<file path="src/rtl/sg_window_buffer_pkg.sv">
// sg_pkg: shared window geometry, sample/window types and buffer states for the Savitzky-Golay path
package sg_pkg;
  localparam int WINDOW_SIZE = 7;
  localparam int HALF = WINDOW_SIZE / 2;
  localparam int DATA_W = 32;
  typedef logic signed [DATA_W-1:0] sample_t;
  typedef sample_t [WINDOW_SIZE-1:0] window_t;
  typedef enum logic [1:0] {WB_FILL, WB_RUN, WB_FLUSH} wb_state_e;
endpackage

</file>
<file path="src/rtl/sg_window_buffer_if.sv">
// sg_window_buffer_if: sample stream in, window stream out; master drives samples, slave is the buffer
interface sg_window_buffer_if #(parameter int IDX_W = 10);
  import sg_pkg::*;
  logic s_valid, s_ready, s_last;
  sample_t s_data;
  logic m_valid, m_ready, m_last, done;
  window_t m_window;
  logic [IDX_W-1:0] m_center;
  modport master (output s_valid, s_data, s_last, m_ready,
                  input s_ready, m_valid, m_window, m_center, m_last, done);
  modport slave (input s_valid, s_data, s_last, m_ready,
                 output s_ready, m_valid, m_window, m_center, m_last, done);
endinterface

</file>
<file path="src/rtl/sg_window_buffer_shift_reg.sv">
// sg_shift_reg: W-deep window register; shift puts din at slot W-1, fill replicates din into every slot
module sg_shift_reg import sg_pkg::*; (
  input  logic    clk,
  input  logic    rst,
  input  logic    shift,
  input  logic    fill,
  input  sample_t din,
  output window_t q
);
  window_t win_d, win_q;
  always_comb begin
    win_d = win_q;
    if (fill) win_d = {WINDOW_SIZE{din}};
    else if (shift) win_d = {din, win_q[WINDOW_SIZE-1:1]};
  end
  always_ff @(posedge clk or negedge rst)
    if (!rst) win_q <= '0;
    else win_q <= win_d;
  assign q = win_q;
endmodule

</file>
<file path="src/rtl/sg_window_buffer.sv">
// sg_window_buffer: turns a sample record into a stream of sliding windows with centre index.
// Define SG_EDGE_PAD_EN to replicate edge samples so every input sample gets its own window.
module sg_window_buffer import sg_pkg::*; #(
  parameter int DATA_SIZE = 1000,
  parameter int IDX_W = $clog2(DATA_SIZE)
) (
  input logic clk,
  input logic rst,
  sg_window_buffer_if.slave bus
);
  localparam logic [IDX_W-1:0] ONE = IDX_W'(1);
  localparam logic [IDX_W-1:0] C_MAX = IDX_W'(DATA_SIZE - 1);
`ifdef SG_EDGE_PAD_EN
  localparam logic [IDX_W-1:0] FIRST = IDX_W'(HALF + 1);
  localparam logic [IDX_W-1:0] C0 = '0;
`else
  localparam logic [IDX_W-1:0] FIRST = IDX_W'(WINDOW_SIZE);
  localparam logic [IDX_W-1:0] C0 = IDX_W'(HALF);
`endif
  wb_state_e state_q, state_d;
  logic [IDX_W-1:0] cnt_q, cnt_d, center_q, center_d, cnt_nx;
  logic m_valid_q, m_valid_d, m_last_q, m_last_d, done_q, done_d, live_q;
  logic adv_ok, accept, push, adv, emit, last_win, fill;
  sample_t din;
  window_t win;
  assign adv_ok = !m_valid_q || bus.m_ready;
  assign accept = m_valid_q && bus.m_ready;
  // a pending final window blocks the next record until it is taken
  assign bus.s_ready = live_q && state_q != WB_FLUSH && !m_last_q && adv_ok;
  assign push = bus.s_valid && bus.s_ready;
  assign cnt_nx = cnt_q == FIRST ? FIRST : cnt_q + ONE;
  assign emit = adv && cnt_nx == FIRST;
`ifdef SG_EDGE_PAD_EN
  logic [IDX_W-1:0] fl_q, fl_d;
  logic flush_adv;
  assign flush_adv = state_q == WB_FLUSH && fl_q != '0 && adv_ok;
  assign adv = push || flush_adv;
  assign last_win = flush_adv && fl_q == ONE;
  assign fill = push && cnt_q == '0;
  assign din = push ? bus.s_data : win[WINDOW_SIZE-1];
`else
  assign adv = push;
  assign last_win = push && bus.s_last;
  assign fill = 1'b0;
  assign din = bus.s_data;
`endif
  sg_shift_reg u_shift (.clk(clk), .rst(rst), .shift(adv), .fill(fill), .din(din), .q(win));
  always_comb begin
    state_d = state_q;
    cnt_d = cnt_q;
    center_d = center_q;
    m_valid_d = m_valid_q && !bus.m_ready;
    m_last_d = m_last_q;
    done_d = 1'b0;
`ifdef SG_EDGE_PAD_EN
    fl_d = fl_q;
`endif
    if (accept && m_last_q) begin
      state_d = WB_FILL;
      cnt_d = '0;
      center_d = '0;
      m_last_d = 1'b0;
      done_d = 1'b1;
    end
    if (adv) begin
      cnt_d = cnt_nx;
      if (emit) begin
        m_valid_d = 1'b1;
        m_last_d = last_win;
        center_d = cnt_q == FIRST ? (center_q == C_MAX ? C_MAX : center_q + ONE) : C0;
        state_d = WB_RUN;
      end
`ifdef SG_EDGE_PAD_EN
      if (flush_adv) begin
        fl_d = fl_q - ONE;
        state_d = WB_FLUSH;
      end
      if (push && bus.s_last) begin
        fl_d = IDX_W'(HALF);
        state_d = WB_FLUSH;
      end
`else
      if (push && bus.s_last && !emit) begin
        state_d = WB_FILL;
        cnt_d = '0;
        done_d = 1'b1;
      end
`endif
    end
  end
  always_ff @(posedge clk or negedge rst)
    if (!rst) begin
      state_q <= WB_FILL;
      cnt_q <= '0;
      center_q <= '0;
      m_valid_q <= 1'b0;
      m_last_q <= 1'b0;
      done_q <= 1'b0;
      live_q <= 1'b0;
`ifdef SG_EDGE_PAD_EN
      fl_q <= '0;
`endif
    end else begin
      state_q <= state_d;
      cnt_q <= cnt_d;
      center_q <= center_d;
      m_valid_q <= m_valid_d;
      m_last_q <= m_last_d;
      done_q <= done_d;
      live_q <= 1'b1;
`ifdef SG_EDGE_PAD_EN
      fl_q <= fl_d;
`endif
    end
  assign bus.m_valid = m_valid_q;
  assign bus.m_window = win;
  assign bus.m_center = center_q;
  assign bus.m_last = m_last_q;
  assign bus.done = done_q;
endmodule

</file>
<file path="src/flat_wrapper.sv">
// flat-port wrapper written by rule: the top's interface ports become plain ports
module sg_window_buffer_flat import sg_pkg::*;
#(
  parameter int DATA_SIZE = 1000,
  parameter int IDX_W = $clog2(DATA_SIZE)
)
  (clk, rst, bus_s_valid, bus_s_data, bus_s_last, bus_m_ready, bus_s_ready, bus_m_valid, bus_m_window, bus_m_center, bus_m_last, bus_done);
  sg_window_buffer_if #(.IDX_W(IDX_W)) bus_i ();
  input logic clk;
  input logic rst;
  input wire logic [$bits(bus_i.s_valid)-1:0] bus_s_valid;
  input wire logic [$bits(bus_i.s_data)-1:0] bus_s_data;
  input wire logic [$bits(bus_i.s_last)-1:0] bus_s_last;
  input wire logic [$bits(bus_i.m_ready)-1:0] bus_m_ready;
  output wire logic [$bits(bus_i.s_ready)-1:0] bus_s_ready;
  output wire logic [$bits(bus_i.m_valid)-1:0] bus_m_valid;
  output wire logic [$bits(bus_i.m_window)-1:0] bus_m_window;
  output wire logic [$bits(bus_i.m_center)-1:0] bus_m_center;
  output wire logic [$bits(bus_i.m_last)-1:0] bus_m_last;
  output wire logic [$bits(bus_i.done)-1:0] bus_done;
  assign bus_i.s_valid = bus_s_valid;
  assign bus_i.s_data = bus_s_data;
  assign bus_i.s_last = bus_s_last;
  assign bus_i.m_ready = bus_m_ready;
  assign bus_s_ready = bus_i.s_ready;
  assign bus_m_valid = bus_i.m_valid;
  assign bus_m_window = bus_i.m_window;
  assign bus_m_center = bus_i.m_center;
  assign bus_m_last = bus_i.m_last;
  assign bus_done = bus_i.done;
  sg_window_buffer #(.DATA_SIZE(DATA_SIZE), .IDX_W(IDX_W)) u_core (.clk(clk), .rst(rst), .bus(bus_i));
endmodule
</file>
<file path="config.mk">
export PLATFORM = sky130hd
export DESIGN_NAME = sg_window_buffer_flat
export DESIGN_NICKNAME = d
export VERILOG_FILES = /design/src/rtl/sg_window_buffer_pkg.sv /design/src/rtl/sg_window_buffer_if.sv /design/src/rtl/sg_window_buffer_shift_reg.sv /design/src/rtl/sg_window_buffer.sv /design/src/flat_wrapper.sv
export SDC_FILE = /design/constraint.sdc
export NUM_CORES = 1
export LEC_CHECK = 0
export BUFFER_PORTS_ARGS = -buffer_cell sky130_fd_sc_hd__buf_2
export CAP_MARGIN = 30
export CELL_PAD_IN_SITES_DETAIL_PLACEMENT = 0
export CELL_PAD_IN_SITES_GLOBAL_PLACEMENT = 2
export CORE_ASPECT_RATIO = 1.4
export CORE_MARGIN = 1
export CORE_UTILIZATION = 27
export CTS_CLUSTER_DIAMETER = 30
export CTS_CLUSTER_SIZE = 30
export DETAILED_ROUTE_END_ITERATION = 8
export PLACE_DENSITY = 0.76
export SKIP_CTS_REPAIR_TIMING = 1
export SLEW_MARGIN = 20
export SYNTH_ARGS = -nofsm -noshare
export SYNTH_HDL_FRONTEND = slang
export SYNTH_SLANG_ARGS = --single-unit
</file>
<file path="constraint.sdc">
create_clock -name clk -period 2.1 [get_ports clk]
set_input_delay 0.315 -clock clk [delete_from_list [all_inputs] [get_ports clk]]
set_output_delay 0.315 -clock clk [all_outputs]
set_load 0.02 [all_outputs]
</file>
==> results by group, run 1 <==
Setup path
  • Slowest cell on the critical path: or4_4
  • R2R Setup Slk: between 0.05 and 0.06 ns
  • Critical path type: flop to flop
  • Worst Setup SP: u_core.cnt_q[4]
  • CP top delay family: simple AND/OR/NAND/NOR gates
  • Buf+Inv Stages, Crit Path: 0
  • R2R Path Start: u_core.cnt_q[4]
  • Worst setup path endpoint: u_core.bus.m_center[8]
  • FF-to-FF path depth: 6
  • Startpoint Class: flop
  • FF-to-FF End: u_core.bus.m_center[8]
  • CP required: around 2.6 ns
  • Number of stages on the worst setup path: 6
  • CP Cell Sequence: or4_4, nor4_4, nand3_2, or3_4, and2b_1, o22a_1
  • CP max FO: 6
  • Nature of the critical path endpoint: flop
  • Crit-path max cell delay: about 0.56 ns
  • Critical Path AT: between 2 and 3 ns

CTS
  • Skew-Pair Late Insertion Delay: ~0.54 ns
  • Htree depth: 2
  • Clock sinks: 250
  • TritonCTS clock tree: built
  • Root buffer cell: clkbuf_16
  • CTS buffer count: 51
  • Clock Tree Buf Depth: 3
  • Clock transition at path regs: roughly 0.040 ns

Global route
  • Initial antenna violation count: 0
  • Gr usage total: 0.159
  • Vias in the first global route: around 8,100
  • First-pass GRT wire length: 46,200 um
  • Total grt overflow: 0
  • Largest net degree at the start of global routing: 76

Placed design
  • Pre-CTS setup slack: -0.0971 ns
  • Routability cong.: 0.823
  • IO Port Bufs: 274
  • DP Area: 12,000 um2
  • Detailed placement HPWL: 19,800 um

Synthesis
  • YS warnings: 0
  • Number of library cell types mapped by synthesis: 45
  • Post-synth EDFFs: 0
  • Mapped cell area: ~10000 um2
  • Net Count, Synth: ~1,100
  • Sequential cell area fraction in the yosys report: 0.636
  • Post-synthesis register bit count: between 200 and 300
  • Primary FF master, synth: dfrtp_1
  • Post-Syn Area per Cell: a little under 9 um2
  • Synthesized instance count: 1,110
  • Asr flop ratio synth: 1.00

Pwr
  • Overall Power: between 20 and 25 mW
  • Leak: between 8 and 9 nW
  • Peak VDD IR: roughly 0.75 mV
  • PwrDens: 1640 nW/um2

Floorplan
  • Io pins: 275
  • Initial core utilization: 0.275
  • Core Box Area: between 30,000 and 40,000 um2
  • Die height: 228 um
  • Rows: 82
  • Die W: around 160 um
  • Die area: 37,200 um2

Finish
  • Final Instance Area: around 14,000 um2
  • Fin nets: roughly 1,500
  • Layout area overhead: 43.4%
  • # diodes: 0
  • Share of cells above drive strength 1: 0.277

Route
  • Vias/cell: 4.24
  • Number of DRC markers in iteration 0: a little under 500
  • DRT Pass-1 Iters: 4
  • Wire per inst: ~15 um
  • Routed via count: between 8,000 and 9,000
  • Post-DRT Antenna Nets: 0
  • Wirelength, routed: ~30,000 um
  • DR DRC count: 0

STA
  • Setup_tns: 0 ns
  • Period utilization: 0.974
  • Fin Hold WS: a little under 0.05 ns
  • Final setup viols: 0
  • Setup ws final: between 0.05 and 0.06 ns
  • Final Max Slew Viols: 0
  • Final Hold Viols: 0
  • Fin Clk Skew: about 0.015 ns
  • Max Clk Rate: approximately 0.49 GHz
  • RSZ-0062 raised after global routing: yes
  • Tmin final: between 2 and 2.5 ns

Flow run
  • Max-Cap Viols: 0

Worst hold path
  • Hold crit path type: input pin to flop

Run status
  • Run status: finished, final reports clean
==> cell usage in the layout (no fill, tap or decap), drive strengths merged, types with 6 or more instances in the layout <==
master and instances:
o21ai 9, buf 319, and3 6, dfrtp 250, nor2 12, dlygate4sd3 32, nand2 689, clkinv 6
clkbuf 74, a21oi 9, nand3 7, inv 8
==> sequential cells by signal (all words and copies together) (netlist names) <==
signal and cells:
u_core.bus.done 1, u_core.bus.m_last 1, u_core.state_q 2, u_core.u_shift.q 224, u_core.cnt_q 10, u_core.bus.m_center 10, u_core.live_q 1, u_core.bus.m_valid 1
==> layout make-up <==
cell class                      count  area [um2]
Clock buffer                       74        1510
Clock inverter                     13         166
Fill cell                        3708       21700
Inverter                            7        26.3
Multi-Input combinational cell    797        3370
Sequential cell                   250        6260
Tap cell                          462         578
Timing Repair Buffer              351        2180
==> kinds of logic (layout without fill, tap and decap cells) <==
group,count (synthesis),after routing,synth area share
AO/OA/AOI/OAI,47,47,0.0328
XOR/XNOR,5,5,0.00446
adder cells (fa/ha/maj),2,2,0.00255
buffers and inverters,64,445,0.0257
flip-flops,250,250,0.636
other,1,1,0.000382
AND/OR/NAND/NOR,741,742,0.298
==> per-layer routing <==
| layer | GRT usage | vias up | wire length, um | share of wire |
|---|---|---|---|---|
| li1 | - | 4161 | - | - |
| met1 | 0.194 | 3849 | 12400 | 0.42 |
| met2 | 0.270 | 210 | 14900 | 0.50 |
| met3 | 0.0331 | 58 | 1520 | 0.051 |
| met4 | 0.0622 | 0 | 847 | 0.029 |
| met5 | 0 | - | 0 | 0 |
==> worst min-delay path by stage <==
| stage | start | end | slack (ns) | cells past startpoint |
|---|---|---|---|---|
| 2_1_floorplan | rst | u_core.bus.done | 0.02 | 0 |
| 3_3_place_gp | rst | u_core.u_shift.q[192] | 0.26 | 1 |
| 3_5_place_dp | rst | u_core.u_shift.q[218] | 0.26 | 1 |
| 4_1_cts | rst | u_core.u_shift.q[218] | -0.32 | 1 |
| 5_1_grt | bus_s_last | u_core.bus.m_last | 0.02 | 2 |
| 6_report | bus_s_last | u_core.bus.m_last | 0.05 | 2 |
==> worst reg2reg max path, stage by stage, from the launching register on <==
cell and delay [ns]:
dfrtp_1 0.38, or4_4 0.56, nor4_4 0.18, nand3_2 0.15, or3_4 0.40, and2b_1 0.21
o22a_1 0.12
==> per-stage QoR <==
stage | cells | utilization
2_1_floorplan | 1110 | -
3_3_place_gp | 1831 | 0.336
3_5_place_dp | 1831 | 0.336
4_1_cts | 1918 | 0.383
5_1_grt | 1954 | 0.394
6_report | 1954 | 0.394
==> synthesized netlist by cell type (2+ instances only) <==
master / instances / area share
a22o_1: 3 / 0.0027
and4_1: 2 / 0.0018
nand2b_1: 4 / 0.0025
nor2b_1: 2 / 0.0013
nand4_1: 4 / 0.0025
clkbuf_1: 45 / 0.017
a21o_1: 5 / 0.0038
a31oi_1: 5 / 0.0032
o21ai_0: 9 / 0.0046
nor3b_2: 2 / 0.0025
and3_1: 6 / 0.0038
xor2_1: 2 / 0.0018
o2bb2ai_1: 4 / 0.0036
buf_1: 7 / 0.0027
o31ai_1: 2 / 0.0015
nor2_1: 12 / 0.0046
inv_1: 7 / 0.0027
buf_2: 4 / 0.0020
o22ai_1: 3 / 0.0019
nand2_1: 689 / 0.26
dfrtp_1: 250 / 0.64
and2_1: 2 / 0.0013
ha_1: 2 / 0.0025
xnor2_1: 3 / 0.0027
nand3_1: 6 / 0.0031
a21oi_1: 9 / 0.0046
nor3_1: 3 / 0.0015
==> power by group <==
part / switching, mW / internal (mW)
combinational: 4.96 / 2.31
sequential: 1.44 / 6.69
clock: 2.47 / 5.28
total: 8.88 / 14.3
No activity file was read; power rests on OpenSTA's default activity.
==> run 2, diff against run 1 <==
--- a/config.mk
+++ b/config.mk
@@ -5,17 +5,18 @@
 export SDC_FILE = /design/constraint.sdc
 export NUM_CORES = 1
 export LEC_CHECK = 0
+export ABC_AREA = 1
 export BUFFER_PORTS_ARGS = -buffer_cell sky130_fd_sc_hd__buf_2
 export CAP_MARGIN = 30
 export CELL_PAD_IN_SITES_DETAIL_PLACEMENT = 0
 export CELL_PAD_IN_SITES_GLOBAL_PLACEMENT = 2
 export CORE_ASPECT_RATIO = 1.4
 export CORE_MARGIN = 1
-export CORE_UTILIZATION = 27
+export CORE_UTILIZATION = 30
 export CTS_CLUSTER_DIAMETER = 30
 export CTS_CLUSTER_SIZE = 30
 export DETAILED_ROUTE_END_ITERATION = 8
-export PLACE_DENSITY = 0.76
+export PLACE_DENSITY = 0.79
 export SKIP_CTS_REPAIR_TIMING = 1
 export SLEW_MARGIN = 20
 export SYNTH_ARGS = -nofsm -noshare
==> constraint.sdc (replaced) <==
create_clock -name clk -period 2.3 [get_ports clk]
set_input_delay 0.345 -clock clk [delete_from_list [all_inputs] [get_ports clk]]
set_output_delay 0.345 -clock clk [all_outputs]
set_load 0.02 [all_outputs]
==> run 2 against run 1 <==
  * Sequential cell count unchanged
  * Critical path type unchanged
  * Area after synthesis increased by 3.4%
  * Hold slack got worse by 0.059 ns
  * The flow now finishes with violations (negative hold slack)
  * Maximum frequency increased by 0.77%
  * Die area decreased by 6.9%
==> results by group, run 2 <==
Global route
  • Largest net degree at the start of global routing: 120 (+58%)
  • Vias in the first global route: 7,969 (-1.1%)
  • Gr usage total: 0.168 (+0.00868)
  • Initial antenna violation count: 0 (unchanged)
  • First-pass GRT wire length: 44,800 um (-3.0%)
  • Total grt overflow: 0 (unchanged)

CTS
  • Htree depth: 2 (unchanged)
  • Clock Tree Buf Depth: 3 (unchanged)
  • Clock sinks: 250 (unchanged)
  • CTS buffer count: 50 (-2.0%)
  • Root buffer cell: clkbuf_16
  • Clock transition at path regs: 0.05 ns (about the same)
  • Skew-Pair Late Insertion Delay: 0.55 ns (about the same)
  • TritonCTS clock tree: built

Floorplan
  • Initial core utilization: 0.305 (+0.0305)
  • Die W: 158 um (-3.5%)
  • Io pins: 275 (unchanged)
  • Die height: 220 um (-3.5%)
  • Rows: 79 (-3.7%)
  • Die area: 34,600 um2 (-6.9%)
  • Core Box Area: 33,300 um2 (-7.0%)

Finish
  • Layout area overhead: 38.6%
  • Fin nets: 1,520 (+1.5%)
  • Most frequent cells in the layout: nand2_1 (625), buf_2 (273), dfrtp_1 (250)
  • Final Instance Area: 14,100 um2 (-0.12%)
  • # diodes: 0 (unchanged)
  • Share of cells above drive strength 1: 0.277 (about the same)
  • Commonest non-fill, non-tap cell in the layout: nand2_1
  • # fillers: 3,412 (-8.0%)
  • Max FFs per register: 224 (unchanged)

Setup path
  • Startpoint Class: flop
  • CP max FO: 11 (+5)
  • CP required: 2.72 ns (+0.14 ns)
  • FF-to-FF path depth: 11 (+5)
  • Nature of the critical path endpoint: flop
  • Critical path type: flop to flop
  • Critical Path AT: 2.45 ns (-0.08 ns)

Run status
  • Run status: finished, violations left
  • Failing checks: negative hold slack

Route
  • Vias/cell: 4.20 (-0.87%)
  • Wirelength, routed: 28,600 um (-3.6%)
  • DRT Pass-1 Iters: 4 (unchanged)
  • Routed via count: 8,256 (-0.27%)
  • Wire per inst: 14.6 um (-4.2%)
  • DR DRC count: 0 (unchanged)
  • Number of DRC markers in iteration 0: 503 (+3.9%)
  • Post-DRT Antenna Nets: 0 (unchanged)

Pwr
  • Peak VDD IR: 0.798 mV (+6.0%)
  • Leak: 7.78 nW (-3.1%)
  • PwrDens: 1580 nW/um2 (-3.6%)

STA
  • Final setup viols: 0 (unchanged)
  • Setup_tns: 0 ns (unchanged)
  • Relative slew slack: 0.620
  • Fin Clk Skew: 0.0121 ns (-0.00248 ns)
  • Final Hold Viols: 2 (+2)
  • Period utilization: 0.882 (-0.0914)
  • Fin Hold WS: -0.0106 ns (-0.0590 ns)
  • Final Max Slew Viols: 0 (unchanged)
  • Max Clk Rate: 0.493 GHz (+0.77%)
  • Tmin final: 2.03 ns (-0.0156 ns)
  • Tightest Pin Transition: roughly 0.57 ns
  • RSZ-0062 raised after global routing: no

Synthesis
  • Primary FF master, synth: dfrtp_1
  • Post-synth EDFFs: 0 (unchanged)
  • Most common cell in the netlist: nand2_1
  • Commonest cells in the synthesized netlist: nand2_1 (625), dfrtp_1 (250), o21ai_0 (68)
  • Area leader, netlist: dfrtp_1
  • Sequential cell area fraction in the yosys report: 0.616 (-0.0207)
  • Net Count, Synth: 1,206 (+5.0%)
  • YS warnings: 0 (unchanged)
  • Synth top area share: 0.616 (-0.0207)
  • Post-Syn Area per Cell: 8.71 um2 (-1.7%)
  • Mapped cell area: 10,200 um2 (+3.4%)
  • Area contributors post-synth: dfrtp_1 (62%), nand2_1 (23%), o21ai_0 (3.3%), inv_1 (2.2%), buf_2 (1.6%)
  • Synthesized instance count: 1,167 (+5.1%)
  • Post-synthesis register bit count: 250 (unchanged)
  • Number of library cell types mapped by synthesis: 32 (-29%)
  • Asr flop ratio synth: 1.00 (unchanged)

Placed design
  • Routability cong.: 0.798 (-3.0%)
  • Detailed placement HPWL: 19,300 um (-2.6%)
  • IO Port Bufs: 274 (unchanged)
  • DP Area: 12,000 um2 (about the same)

Worst hold path
  • Hold crit path type: input pin to flop
  • Hold path cells: 3 (+1)

Flow run
  • Max-Cap Viols: 0 (unchanged)
## run 2: changes by cell type after synthesis, moves of 6 or more
cell      delta
and3_1       -6
clkbuf_1    -31
o21ai_0     +59
nor2_2       +6
nand3_2      +8
nor2_1      +10
buf_2       +28
nand2_1     -64
nand2_2     +15
nand4_1      +9
inv_1       +52
## run 2: metal layers
metal	vias to the layer above	share of wire	track usage
met2	196	0.49	0.281
met1	3783	0.43	0.204
met5	-	0	0
li1	4236	-	-
met3	41	0.056	0.0458
met4	0	0.022	0.0612
## run 2: power breakdown
group          internal [mW]  leakage, nW  total [mW]  switching (mW)
combinational           2.21         3.64        7.15            4.94
sequential              6.25         3.27        7.63            1.38
clock                   5.08        0.858        7.52            2.44
## run 2: logic make-up (layout without fill, tap and decap cells)
kind of cell / after synthesis / count (layout) / synth area share
AOI/OAI and AO/OA: 75 / 75 / 0.0374
xor gates and xnor gates: 8 / 8 / 0.00690
adders and majority gates: 2 / 2 / 0.00246
buffers and inverters: 119 / 473 / 0.0518
DFF: 250 / 250 / 0.616
other: 1 / 1 / 0.000369
and+or+nand+nor: 712 / 712 / 0.285
## run 2: worst paths after layout
| check | from | end | slack, ns |
|---|---|---|---|
| max | u_core.cnt_q[0] | u_core.bus.m_center[1] | 0.27 |
| min | bus_s_data[17] | u_core.u_shift.q[209] | -0.01 |
| max reg2reg | u_core.cnt_q[0] | u_core.bus.m_center[1] | 0.27 |
| min reg2reg | u_core.u_shift.q[25] | u_core.u_shift.q[25] | 0.46 |
| max in group asynchronous | rst | u_core.u_shift.q[5] | 1.36 |
| min in group asynchronous | rst | u_core.u_shift.q[122] | 0.30 |
## run 2: area by class of cell
| type | instances | area (um2) | share of cell area |
|---|---|---|---|
| well taps | 445 | 557 | 0.0395 |
| flip-flops and latches | 250 | 6260 | 0.444 |
| clock inverters | 31 | 393 | 0.0279 |
| repair buffers | 319 | 1870 | 0.133 |
| inverters | 62 | 240 | 0.0171 |
| clock buffers | 61 | 1380 | 0.0983 |
| multi-input cells | 798 | 3380 | 0.240 |
## run 2: worst max-delay path: stages (launching register included)
cell and delay (ns):
dfrtp_1 0.48, ha_1 0.27, nand2_1 0.11, nor2_2 0.16, nand4_1 0.10, nand2_1 0.11
nand2_2 0.08, inv_4 0.12, nand4_4 0.12, buf_4 0.21, nand2_1 0.06, o21ai_0 0.07
## run 2: through the flow
step           utilization  setup slack, ns  power [mW]  hold WS, ns  std cells
6_report             0.423            0.271        22.3      -0.0106       1966
5_1_grt              0.423           0.0801        23.7      -0.0100       1966
4_1_cts              0.414            0.127        22.6       -0.306       1938
3_5_place_dp         0.361            0.152        14.9        0.279       1846
3_3_place_gp         0.361            0.215        14.9        0.282       1846
2_1_floorplan            -            0.508        11.8       0.0494       1167
